`src/rtl/mem_access_ctrl_pkg.sv`:
```
// Shared encodings for the MEM-stage load/store engine.
// Latency: n/a (types and constants only).
// Backpressure: n/a.
package mem_access_ctrl_pkg;

    localparam int MEM_SEL_BUS = 4;
    localparam int DATA_BUS    = 32;

    // Byte-lane size select as produced by the decoder in ID.
    localparam logic [MEM_SEL_BUS-1:0] MEM_SEL_NONE = 4'b0000;
    localparam logic [MEM_SEL_BUS-1:0] MEM_SEL_BYTE = 4'b0001;
    localparam logic [MEM_SEL_BUS-1:0] MEM_SEL_HALF = 4'b0011;
    localparam logic [MEM_SEL_BUS-1:0] MEM_SEL_WORD = 4'b1111;

    typedef enum logic [1:0] {
        ST_IDLE = 2'd0,
        ST_REQ  = 2'd1,
        ST_DONE = 2'd2
    } state_e;

    // How the access finished; selects which pulse fires in DONE.
    typedef enum logic [1:0] {
        END_OK       = 2'd0,
        END_BUS_ERR  = 2'd1,
        END_ADDR_ERR = 2'd2
    } end_kind_e;

endpackage

```
`src/rtl/mem_lane_align.sv`:
```
// Byte-lane steering: store strobes/data replication and load extract/extend.
// Latency: purely combinational.
// Backpressure: none; caller holds inputs stable.
// Ports: st_* = store side (size, byte offset, raw data -> strobes, lane data);
//        ld_* = load side (size, byte offset, sign flag, RAM word -> result).
module mem_lane_align
    import mem_access_ctrl_pkg::*;
(
    input  logic [MEM_SEL_BUS-1:0] st_sel_i,
    input  logic [1:0]             st_off_i,
    input  logic [DATA_BUS-1:0]    st_wdata_i,
    output logic [MEM_SEL_BUS-1:0] st_be_o,
    output logic [DATA_BUS-1:0]    st_dat_o,
    input  logic [MEM_SEL_BUS-1:0] ld_sel_i,
    input  logic [1:0]             ld_off_i,
    input  logic                   ld_sign_i,
    input  logic [DATA_BUS-1:0]    ld_rdata_i,
    output logic [DATA_BUS-1:0]    ld_dat_o
);

    logic [7:0]  ld_byte;
    logic [15:0] ld_half;

    // Store: replicate data into every lane so only the strobes choose the lane.
    // Half uses only off[1]; a stray off[0] is silently aligned down.
    always_comb begin
        st_be_o  = 4'b1111;
        st_dat_o = st_wdata_i;
        case (st_sel_i)
            MEM_SEL_BYTE: begin
                st_be_o  = 4'b0001 << st_off_i;
                st_dat_o = {4{st_wdata_i[7:0]}};
            end
            MEM_SEL_HALF: begin
                st_be_o  = 4'b0011 << {st_off_i[1], 1'b0};
                st_dat_o = {2{st_wdata_i[15:0]}};
            end
            default: ;
        endcase
    end

    always_comb begin
        case (ld_off_i)
            2'd0:    ld_byte = ld_rdata_i[7:0];
            2'd1:    ld_byte = ld_rdata_i[15:8];
            2'd2:    ld_byte = ld_rdata_i[23:16];
            default: ld_byte = ld_rdata_i[31:24];
        endcase
        ld_half = ld_off_i[1] ? ld_rdata_i[31:16] : ld_rdata_i[15:0];

        ld_dat_o = ld_rdata_i;
        case (ld_sel_i)
            MEM_SEL_BYTE: ld_dat_o = {{24{ld_sign_i & ld_byte[7]}}, ld_byte};
            MEM_SEL_HALF: ld_dat_o = {{16{ld_sign_i & ld_half[15]}}, ld_half};
            default: ;
        endcase
    end

endmodule

```
`src/rtl/mem_access_ctrl.sv`:
```
// MEM-stage load/store engine: latches the access, runs a req/ready RAM handshake.
// Latency: 3 cycles minimum (IDLE->REQ->DONE) with ram_ready in the first REQ cycle.
// Backpressure: stall_request holds the pipeline from accept until DONE; RAM stalls via ram_ready.
// Ports: mem_* = access bundle from ID/EX; ram_* = data RAM request/response;
//        stall_request/load_data/access_done/bus_error/address_error back to the pipeline.
// Build option: MEM_ALIGN_CHECK_EN rejects misaligned half/word accesses with address_error;
//        when undefined, misaligned low bits are aligned down and address_error stays 0.
module mem_access_ctrl
    import mem_access_ctrl_pkg::*;
#(
    parameter int ADDR_WIDTH = 32,
    parameter int WAIT_LIMIT = 16
) (
    input  logic                   clk,
    input  logic                   rst,
    input  logic                   mem_read_flag,
    input  logic                   mem_write_flag,
    input  logic                   mem_sign_ext_flag,
    input  logic [MEM_SEL_BUS-1:0] mem_sel,
    input  logic [DATA_BUS-1:0]    mem_write_data,
    input  logic [ADDR_WIDTH-1:0]  mem_addr,
    output logic                   ram_en,
    output logic [MEM_SEL_BUS-1:0] ram_write_en,
    output logic [ADDR_WIDTH-1:0]  ram_addr,
    output logic [DATA_BUS-1:0]    ram_write_data,
    input  logic [DATA_BUS-1:0]    ram_read_data,
    input  logic                   ram_ready,
    output logic                   stall_request,
    output logic [DATA_BUS-1:0]    load_data,
    output logic                   access_done,
    output logic                   bus_error,
    output logic                   address_error
);

    localparam int CW = (WAIT_LIMIT > 1) ? $clog2(WAIT_LIMIT + 1) : 1;

    state_e                 state_q, state_d;
    end_kind_e              kind_q, kind_d;
    logic [ADDR_WIDTH-1:0]  addr_q, addr_d;
    logic [MEM_SEL_BUS-1:0] be_q, be_d;
    logic [MEM_SEL_BUS-1:0] sel_q, sel_d;
    logic [DATA_BUS-1:0]    wdata_q, wdata_d;
    logic [DATA_BUS-1:0]    load_q, load_d;
    logic [1:0]             off_q, off_d;
    logic                   sign_q, sign_d;
    logic                   wr_q, wr_d;
    logic [CW-1:0]          cnt_q, cnt_d;
    logic [CW-1:0]          cnt_nxt;

    logic                   access;
    logic                   misalign;
    logic [MEM_SEL_BUS-1:0] st_be;
    logic [DATA_BUS-1:0]    st_dat;
    logic [DATA_BUS-1:0]    ld_dat;

    assign access  = (mem_read_flag | mem_write_flag) && (mem_sel != MEM_SEL_NONE);
    assign cnt_nxt = cnt_q + CW'(1);

`ifdef MEM_ALIGN_CHECK_EN
    assign misalign = ((mem_sel == MEM_SEL_HALF) && mem_addr[0]) ||
                      ((mem_sel == MEM_SEL_WORD) && (mem_addr[1:0] != 2'b00));
`else
    assign misalign = 1'b0;
`endif

    // Store side steers the live bundle (captured on accept); load side uses
    // the latched size/offset so it stays correct while the pipeline is held.
    mem_lane_align u_lane (
        .st_sel_i   (mem_sel),
        .st_off_i   (mem_addr[1:0]),
        .st_wdata_i (mem_write_data),
        .st_be_o    (st_be),
        .st_dat_o   (st_dat),
        .ld_sel_i   (sel_q),
        .ld_off_i   (off_q),
        .ld_sign_i  (sign_q),
        .ld_rdata_i (ram_read_data),
        .ld_dat_o   (ld_dat)
    );

    always_comb begin
        state_d       = state_q;
        kind_d        = kind_q;
        addr_d        = addr_q;
        be_d          = be_q;
        sel_d         = sel_q;
        wdata_d       = wdata_q;
        load_d        = load_q;
        off_d         = off_q;
        sign_d        = sign_q;
        wr_d          = wr_q;
        cnt_d         = cnt_q;
        stall_request = 1'b0;

        case (state_q)
            ST_IDLE: begin
                if (access) begin
                    stall_request = 1'b1;
                    addr_d  = {mem_addr[ADDR_WIDTH-1:2], 2'b00};
                    wr_d    = mem_write_flag;   // write wins if both flags set
                    be_d    = mem_write_flag ? st_be : 4'b0000;
                    wdata_d = st_dat;
                    sel_d   = mem_sel;
                    off_d   = mem_addr[1:0];
                    sign_d  = mem_sign_ext_flag;
                    cnt_d   = '0;
                    if (misalign) begin
                        kind_d  = END_ADDR_ERR;
                        state_d = ST_DONE;
                    end else begin
                        state_d = ST_REQ;
                    end
                end
            end
            ST_REQ: begin
                stall_request = 1'b1;
                if (ram_ready) begin
                    // A response in the final watchdog cycle still completes.
                    if (!wr_q) load_d = ld_dat;
                    kind_d  = END_OK;
                    state_d = ST_DONE;
                end else if ((WAIT_LIMIT > 0) && (cnt_nxt == CW'(WAIT_LIMIT))) begin
                    kind_d  = END_BUS_ERR;
                    state_d = ST_DONE;
                end else begin
                    cnt_d = cnt_nxt;
                end
            end
            default: begin
                state_d = ST_IDLE;
            end
        endcase
    end

    always_ff @(posedge clk) begin
        if (rst) begin
            state_q <= ST_IDLE;
            kind_q  <= END_OK;
            addr_q  <= '0;
            be_q    <= '0;
            sel_q   <= '0;
            wdata_q <= '0;
            load_q  <= '0;
            off_q   <= '0;
            sign_q  <= 1'b0;
            wr_q    <= 1'b0;
            cnt_q   <= '0;
        end else begin
            state_q <= state_d;
            kind_q  <= kind_d;
            addr_q  <= addr_d;
            be_q    <= be_d;
            sel_q   <= sel_d;
            wdata_q <= wdata_d;
            load_q  <= load_d;
            off_q   <= off_d;
            sign_q  <= sign_d;
            wr_q    <= wr_d;
            cnt_q   <= cnt_d;
        end
    end

    // RAM-facing fields are zero outside REQ so nothing leaks onto the bus.
    assign ram_en         = (state_q == ST_REQ);
    assign ram_addr       = ram_en ? addr_q  : '0;
    assign ram_write_en   = ram_en ? be_q    : '0;
    assign ram_write_data = ram_en ? wdata_q : '0;
    assign load_data      = load_q;
    assign access_done    = (state_q == ST_DONE) && (kind_q == END_OK);
    assign bus_error      = (state_q == ST_DONE) && (kind_q == END_BUS_ERR);
    assign address_error  = (state_q == ST_DONE) && (kind_q == END_ADDR_ERR);

endmodule
```
`config.mk`:
```
export PLATFORM = sky130hd
export DESIGN_NAME = mem_access_ctrl
export DESIGN_NICKNAME = d
export VERILOG_FILES = /design/src/rtl/mem_access_ctrl_pkg.sv /design/src/rtl/mem_lane_align.sv /design/src/rtl/mem_access_ctrl.sv
export SDC_FILE = /design/constraint.sdc
export NUM_CORES = 1
export LEC_CHECK = 0
export CORE_MARGIN = 2
export CORE_UTILIZATION = 40
export DETAILED_ROUTE_END_ITERATION = 10
export PLACE_DENSITY = 0.77
export SLEW_MARGIN = 0
export SYNTH_ARGS = -nofsm -noshare
export SYNTH_HDL_FRONTEND = slang
export SYNTH_SLANG_ARGS = --single-unit
```
`constraint.sdc`:
```
create_clock -name clk -period 1.83 [get_ports clk]
set_input_delay 0.366 -clock clk [delete_from_list [all_inputs] [get_ports clk]]
set_output_delay 0.366 -clock clk [all_outputs]
set_load 0.02 [all_outputs]
```
==> impl_metrics.tcl <==
set metrics [dict create \
    worstSkewPairLatency_ns 0.41 \
    drv_slew 0 \
    start_kind "register" \
    power_w 0.00821 \
    synth_top_area_cell "dfxtp_1" \
    finalNonFillerCells 1112 \
    cap_violations 0 \
    yosys_most_used_dff "dfxtp_1" \
    via_count 5845 \
    hold_buffers 0 \
    die-width_um 122 \
    ys_seq_elements 114 \
    min_from "ram_read_data[15]" \
    vias_per_cell 5.26 \
    die_y_um 122 \
    rsz0062_at_grt "yes" \
    worstPathRequired_ns 1.46 \
    syn-instance-count 697 \
    layout_setup_ws_ns -0.0448 \
    min_period_over_period_pct 102 \
    synth_warnings 0 \
    cts_max_level 4 \
    drt_iter0_markers 581 \
    timing.rr.end "load_data[1]" \
    dp.final_hpwl_um 12500 \
    cp.arrival_ns 1.51 \
    r2r_slack_ns 0.11 \
    min_delay_path_depth 3 \
    fmax_mhz 533 \
    clock-sinks 114 \
    grt_pass1_wl_um 28800 \
    vdd_drop_max_v 0.000794 \
    hp-class "in2reg" \
    met3_usage_pct 8.66 \
    critPathCaptureType "output pin" \
    port_buffers 207 \
    grtUsageTotal_pct 24.8 \
    globalRouteMet2Util_pct 42.3 \
    cts_tree "built" \
    violations "setup timing" \
    rows 42 \
    synth_top_cell_area_share_pct 41.2 \
    final_hold_viol_count 0 \
    pwr_density_cell_nw_per_um2 901 \
    syn-cell-area_um2 5530 \
    final_common_cell "nand2_1" \
    dp_cells 1076 \
    cts_max_path_buffers 2 \
    die_area_um2 14800 \
    synth_area_leaders "dfxtp_1 (41%), nand2_1 (10%), and2_1 (7.8%)" \
    grt_max_degree 87 \
    drc 0 \
    route.antenna.remaining_nets 0 \
    worstReg2RegStart "sel_q[0]" \
    async_reset_ff_share_pct 0 \
    numCtsBuffers 17 \
    ys_seq_area_share_pct 41.2 \
    first_global_vias 5642 \
    synth_edf_count 0 \
    start_util_pct 41.3 \
    layout_common_cells "nand2_1 (147), clkdlybuf4s50_1 (131), dfxtp_1 (112)" \
    use_met1_pct 29.4 \
    cp_max_fo 12 \
    nets 1030 \
    timing.final.crit_period_ns 1.87 \
    firstDrtPassIters 6 \
    syn_to_final_growth_pct 64.7 \
    drive_above_1_share_pct 25.3 \
    overflow 0 \
    status "complete, but fails checks" \
    cts_root_buffer "clkbuf_16" \
    clk_pin_slew_ns 0.05 \
    reg2regPathDepth 5 \
    core_um2 13400 \
    p_leak_nw 3.71 \
    antenna_found_initial 1 \
    place_congestion 0.872 \
    fillerInstances 1077 \
    yosys.cell_types.count 50 \
    routed_wl_um 18300 \
    ios 211 \
    wire_per_inst_um 16.5 \
    finalClockSkew_ns 0.00565 \
    synth_area_per_cell_um2 7.94 \
    final-setup-viol-count 47 \
    grt-busiest-layer "met2" \
    worstSetupPathType "reg2out" \
    hold_path_end "load_data[15]" \
]
[layer usage]
metal	up-vias	part of all wire (%)	wire (um)
met1	2745	40	7350
met2	215	50	9110
met5	-	0	0
met4	0	1.8	326
met3	22	8.4	1540
li1	2863	-	-
[stage by stage]
| stage | utilization, % | setup TNS, ns | hold WS (ns) | setup slack, ns | cell area [um^2] |
|---|---|---|---|---|---|
| 6_report | 68.0 | -1.24 | 0.347 | -0.0448 | 9110 |
| 5_1_grt | 68.0 | -3.74 | 0.380 | -0.0848 | 9110 |
| 4_1_cts | 67.6 | -1.61 | 0.398 | -0.0577 | 9060 |
| 3_5_place_dp | 60.9 | -46.60 | 0.440 | -0.540 | 8160 |
| 3_3_place_gp | 60.9 | -45.37 | 0.437 | -0.504 | 8160 |
| 2_1_floorplan | - | 0 | 0.427 | 0.0861 | 5540 |
[power breakdown]
| group | internal (W) | total (W) | leakage, nW | switching (W) |
|---|---|---|---|---|
| Combinational | 0.000960 | 0.00188 | 2.47 | 0.000918 |
| Sequential | 0.00270 | 0.00281 | 0.938 | 0.000116 |
| Clock | 0.00237 | 0.00352 | 0.309 | 0.00115 |
| Total | 0.00603 | 0.00821 | 3.71 | 0.00218 |
[worst max path at each step]
stage | depth (start not counted) | slack, ns | from | to
floorplan | 5 | 0.09 | state_q[1] | ram_write_data[23]
global placement | 6 | -0.50 | mem_sel[1] | stall_request
detailed placement | 6 | -0.54 | mem_sel[1] | stall_request
CTS | 6 | -0.06 | state_q[1] | ram_addr[12]
global route | 6 | -0.08 | state_q[1] | ram_addr[7]
finish | 6 | -0.04 | state_q[1] | ram_addr[7]
[what timing repair did]
item | CTS | global route
endpoints found under the setup margin | 77 | 81
setup buffers | 1 | 1
gates resized for setup | 466 | 21
pin swaps | 24 | 3
gates cloned | 2 | 0
[state kept, by name, summed over array words and instances, names as in the netlist, 2 cells and up]
register	flops
load_data	32
wdata_q	32
addr_q	30
cnt_q	5
be_q	4
sel_q	4
off_q	2
state_q	2
[cell usage after synthesis, drive strengths merged (2+ instances only)]
cell / n
o21a: 2
nand3: 9
mux2i: 31
and3: 8
a21o: 4
and2: 69
nor2b: 4
nand2: 147
a31oi: 15
inv: 8
nor3b: 3
clkbuf: 36
buf: 24
o211ai: 14
a311oi: 7
o21ai: 15
nor2: 48
o41ai: 2
a211oi: 35
nor4: 3
nor3: 2
a221oi: 2
mux2: 5
dfxtp: 114
a21oi: 65
nand3b: 2
nand2b: 7
[logic make-up after synthesis]
logic type | count (synthesis) | share of synthesized area, %
other | 1 | 0.0678
buffers and inverters | 68 | 5.45
and+or+nand+nor | 307 | 26.4
AOI/OAI and AO/OA | 169 | 19.6
muxes | 37 | 7.03
DFF | 114 | 41.2
adders and majority gates | 1 | 0.226
[layout make-up]
| class | count | area, um^2 | share of cell area, % |
|---|---|---|---|
| inverter | 8 | 37.5 | 0.412 |
| sequential | 114 | 2280 | 25.1 |
| clock buffer | 21 | 470 | 5.16 |
| timing repair buffer | 265 | 2800 | 30.8 |
| clock inverter | 10 | 156 | 1.72 |
| antenna | 1 | 2.50 | 0.0275 |
| multi-input combinational | 517 | 3140 | 34.4 |
| tap | 176 | 220 | 2.42 |
[worst max-delay path: stages, from the launching register on]
cell and delay [ns]:
dfxtp_2 0.32, nand2b_4 0.15, inv_8 0.05, buf_12 0.14, buf_12 0.14, and2_1 0.16
buf_6 0.13
(Power assumes the default switching activity.)
